<file path="src/rtl/nios2_ls_de2_pio_ledr18_out.sv">
// rtl/nios2_ls_de2_pio_ledr18_out.sv - 18-bit LED output PIO with set/clear strobes and blink engine
module nios2_ls_de2_pio_ledr18_out #(
    parameter int BLINK_W = 24
) (
    input  logic        clk,
    input  logic        reset_n,
    input  logic [2:0]  address,
    input  logic        chipselect,
    input  logic        write_n,
    input  logic [31:0] writedata,
    output logic [31:0] readdata,
    output logic [17:0] out_port
);

    localparam logic [2:0] ADDR_DATA   = 3'd0;
    localparam logic [2:0] ADDR_MASK   = 3'd1;
    localparam logic [2:0] ADDR_PERIOD = 3'd2;
    localparam logic [2:0] ADDR_CTRL   = 3'd3;
    localparam logic [2:0] ADDR_SET    = 3'd4;
    localparam logic [2:0] ADDR_CLEAR  = 3'd5;

    logic [17:0]        data;
    logic [17:0]        mask;
    logic [BLINK_W-1:0] period;
    logic [BLINK_W-1:0] period_next;
    logic [BLINK_W-1:0] counter;
    logic               en;
    logic               phase;
    logic               wr;
    logic               ctrl_wr;
    logic [31:0]        read_mux;
    logic               unused_bits;

    assign wr          = chipselect & ~write_n;
    assign ctrl_wr     = wr && (address == ADDR_CTRL);
    assign unused_bits = ^writedata;

    // A period write landing on a reload edge must be seen by that reload
    always_comb begin
        period_next = period;
        if (wr && (address == ADDR_PERIOD))
            period_next = writedata[BLINK_W-1:0];
    end

    // Software-visible data, mask and period registers
    always_ff @(posedge clk or negedge reset_n) begin
        if (!reset_n) begin
            data   <= '0;
            mask   <= '0;
            period <= '0;
        end else begin
            period <= period_next;
            if (wr) begin
                case (address)
                    ADDR_DATA:  data <= writedata[17:0];
                    ADDR_MASK:  mask <= writedata[17:0];
                    ADDR_SET:   data <= data | writedata[17:0];
                    ADDR_CLEAR: data <= data & ~writedata[17:0];
                    default:    ;
                endcase
            end
        end
    end

    // Blink engine: EN, PHASE and the down-counter
    always_ff @(posedge clk or negedge reset_n) begin
        if (!reset_n) begin
            en      <= 1'b0;
            phase   <= 1'b0;
            counter <= '0;
        end else if (ctrl_wr && !writedata[0]) begin
            en      <= 1'b0;
            phase   <= 1'b0;
            counter <= period_next;
        end else if (ctrl_wr && !en) begin
            // Rising enable: fresh full-length first phase, countdown starts next cycle
            en      <= 1'b1;
            phase   <= 1'b0;
            counter <= period_next;
        end else if (en) begin
            if (counter == '0) begin
                counter <= period_next;
                phase   <= ~phase;
            end else begin
                counter <= counter - 1'b1;
            end
        end else begin
            phase   <= 1'b0;
            counter <= period_next;
        end
    end

    // Read mux; reserved and write-only words read as zero
    always_comb begin
        read_mux = '0;
        case (address)
            ADDR_DATA:   read_mux = {14'd0, data};
            ADDR_MASK:   read_mux = {14'd0, mask};
            ADDR_PERIOD: read_mux = 32'(period);
            ADDR_CTRL:   read_mux = {30'd0, phase, en};
            default:     read_mux = '0;
        endcase
    end

    // Read data is registered every cycle, independent of chipselect
    always_ff @(posedge clk or negedge reset_n) begin
        if (!reset_n)
            readdata <= '0;
        else
            readdata <= read_mux;
    end

    assign out_port = data & ~(mask & {18{en & phase}});

endmodule

</file>
<file path="config.mk">
export PLATFORM = sky130hd
export DESIGN_NAME = nios2_ls_de2_pio_ledr18_out
export DESIGN_NICKNAME = d
export VERILOG_FILES = /design/src/rtl/nios2_ls_de2_pio_ledr18_out.sv
export SDC_FILE = /design/constraint.sdc
export NUM_CORES = 1
export LEC_CHECK = 0
export CAP_MARGIN = 0
export CORE_ASPECT_RATIO = 0.9
export CORE_MARGIN = 1.5
export CORE_UTILIZATION = 40
export CTS_BUF_LIST = sky130_fd_sc_hd__clkbuf_8
export CTS_CLUSTER_DIAMETER = 100
export DETAILED_ROUTE_END_ITERATION = 8
export SLEW_MARGIN = 20
export SYNTH_ARGS = -nofsm -noshare
export SYNTH_HDL_FRONTEND = slang
export SYNTH_SLANG_ARGS = --single-unit
export TNS_END_PERCENT = 1
</file>
<file path="constraint.sdc">
create_clock -name clk -period 2.9 [get_ports clk]
set_input_delay 0.725 -clock clk [delete_from_list [all_inputs] [get_ports clk]]
set_output_delay 0.725 -clock clk [all_outputs]
set_load 0.05 [all_outputs]
</file>
==> results.tsv <==
stage	metric	value	unit
finish	commonest non-fill, non-tap cells in the layout	110 x dfrtp_1, 58 x nor2_1, 53 x clkdlybuf4s50_1	
synthesis	cells after synthesis	438	
detailed_routing	WL/cell	17.3	um
setup_path	slowest stage cell, crit path	and2_1	
global_route	GRT overflow	0	
timing	fin. max-slew vios	0	
die	die area	13900	um2
global_route	antenna violations before repair	0	
setup_path	Critical Setup Path Class	reg -> out	
clock_network	CTS tree	yes	
die	CORE AREA	12800	um2
setup_path	CP endpoint kind	primary output	
clock_network	Clock Pin Slew Worst Setup and Hold Paths	0.10	ns
setup_path	Startpoint Class	register	
timing	Worst Hold Slack	0.362	ns
detailed_routing	vias	3544	
clock_network	PostCTS Resize Cnt	0	
setup_path	Worst path top cell family by delay	simple AND/OR/NAND/NOR gates	
placement	port buffer count	72	
timing	Fin Setup TNS	0	ns
placement	Placed Area	6200	um2
timing	maximum clock rate	366	MHz
timing	Final min period	2.73	ns
synthesis	Ys Warns	0	
clock_network	Root Buffer	clkbuf_8	
timing	# setup viols final	0	
setup_path	Buf/Inv on CP	1	
clock_network	CTS Buf Count	9	
synthesis	Synth cell types	44	
die	Initial Utilization	0.412	
placement	DP Wirelength	7930	um
synthesis	ys async rst share	1.00	
global_route	first-pass GRT wire length	19000	um
finish	share of cells above drive strength 1	0.254	
timing	clock skew	0.00878	ns
setup_path	Critical Path, Cell by Cell	and2_1, a21boi_0, buf_4	
synthesis	sequential area share after synthesis	0.522	
detailed_routing	number of remaining DRC errors	0	
power	VDD IR max	0.272	mV
clock_network	maximum root-to-sink buffer count	2	
clock_network	CTS Sinks	110	
detailed_routing	Initial DRC Count	154	
setup_path	CP arrival	2.01	ns
finish	final instance area	6420	um2
timing	final critical-path share of the clock period	0.942	
detailed_routing	antenna-violating nets left	0	
placement	Placer Congestion	0.788	
detailed_routing	Total Wirelength	11900	um
clock_network	H-tree depth	3	
global_route	vias in the first global route	3578	
setup_path	worst path required time	2.17	ns
synthesis	Mean Syn Cell Area	12.0	um2
die	# IOs	89	
setup_path	CP Max Fanout	18	
finish	fin util	0.502	
finish	Area growth syn-to-layout	21.8	%
die	Die W	124	um
global_route	largest net degree at the start of global routing	82	
die	chip height	112	um
synthesis	top_reg_cell synth	dfrtp_1	
synthesis	Post-synth EDFFs	0	
global_route	total track usage	0.181	
setup_path	CP max stage delay	0.69	ns
status	status	complete, no violations	
synthesis	area of the mapped netlist	5270	um2
clock_network	Post-CTS Hold Buffers	0	
power	P_leak	2.91	nW
timing	relative slew slack	0.437	
job	Max Cap Viol	0	
timing	unrepaired setup endpoints after global routing	false	
clock_network	worst skew pair latency	0.37	ns
finish	Total Nets Final	559	
power	pwr/cell area	699	nW/um2
detailed_routing	drt pass-1 iters	4	
worst_hold_path	Worst Hold Class	in -> async	
finish	# diodes	0	
timing	worst slew pin tran	0.845	ns
die	Rows	39	
clock_network	post-CTS setup buffer count	0	
synthesis	#FFs+latches synth	110	
timing	Final Hold Fails	0	
detailed_routing	DR vias/cell	5.16	
finish	most common cell after layout, fill and taps aside	dfrtp_1	
-- registers in the layout, indices dropped and copies added, names as in the netlist --
register and count:
counter 24, readdata 24, data 18, en 1, period 24, mask 18, phase 1
-- report_power, final --
part           switching, mW  internal (mW)
Clock                  0.535          0.491
Sequential             0.293           1.86
Combinational          0.633          0.677
Total                   1.46           3.03
-- worst register-to-register path: stages, from the launching register on --
cell      delay [ns]
dfrtp_1         0.42
or4_4           0.59
nor4_4          0.20
nand4_2         0.16
nand2b_2        0.23
buf_12          0.20
mux2_4          0.31
-- layer usage --
metal	wire, um	GRT usage
met5	0	0
met4	135	0.0477
met3	425	0.0348
met2	5710	0.285
met1	5620	0.255
-- cell usage after synthesis, types with 2 or more instances --
| cell type | number | area share |
|---|---|---|
| xnor2_1 | 7 | 0.012 |
| mux2_2 | 47 | 0.10 |
| buf_2 | 5 | 0.0047 |
| nand3_1 | 4 | 0.0038 |
| xor2_1 | 15 | 0.025 |
| buf_4 | 8 | 0.011 |
| nand2_1 | 9 | 0.0064 |
| nor4_1 | 4 | 0.0047 |
| buf_12 | 2 | 0.0076 |
| nand4_1 | 2 | 0.0024 |
| a21boi_0 | 20 | 0.028 |
| and2_1 | 4 | 0.0047 |
| mux2i_1 | 16 | 0.030 |
| nor3b_1 | 2 | 0.0028 |
| dfrtp_1 | 110 | 0.52 |
| a21oi_1 | 32 | 0.030 |
| inv_1 | 4 | 0.0028 |
| a211oi_1 | 16 | 0.023 |
| nor4_4 | 2 | 0.0081 |
| o21ai_0 | 4 | 0.0038 |
| mux4_2 | 2 | 0.0085 |
| mux2_4 | 20 | 0.057 |
| and3_1 | 7 | 0.0083 |
| clkbuf_1 | 13 | 0.0093 |
| nor3_1 | 6 | 0.0057 |
| nor2_1 | 58 | 0.041 |
| ha_1 | 2 | 0.0047 |
-- cell families (layout without fill, tap and decap cells) --
family	count (synthesis)	after routing	share of synthesized area
adders and majority gates	2	2	0.00475
other	1	8	0.000711
AOI/OAI and AO/OA	73	73	0.0869
xor gates and xnor gates	22	22	0.0365
and+or+nand+nor	111	111	0.114
buffers and inverters	34	112	0.0387
DFF	110	110	0.522
muxes	85	85	0.196
-- stage by stage --
stage | instances | power [mW] | worst slack, ns
after CTS | 687 | 4.54 | 0.130
final | 687 | 4.49 | 0.169
after detailed placement | 671 | 3.50 | 0.132
after floorplan | 445 | 3.12 | 0.183
after global placement | 671 | 3.46 | 0.164
after global routing | 687 | 4.76 | 0.0819
-- worst paths after layout --
| path | slack (ns) | from | endpoint | cells after the start |
|---|---|---|---|---|
| max in group asynchronous | 2.17 | reset_n | period[23] | 2 |
| min | 0.36 | reset_n | readdata[9] | 2 |
| min reg2reg | 0.52 | period[18] | readdata[18] | 1 |
| max | 0.17 | phase | out_port[17] | 3 |
| max reg2reg | 0.70 | counter[18] | counter[16] | 6 |
| min in group clk | 0.52 | period[18] | readdata[18] | 1 |
-- layout make-up --
class                      count  area (um2)
multi-input combinational    301        2340
clock inverter                 7        97.6
timing repair buffer          92         886
clock buffer                   9         124
sequential                   110        2750
tap                          164         205
inverter                       4        15.0
fill                        1135        6360
Power figures use the tool's default switching activity.
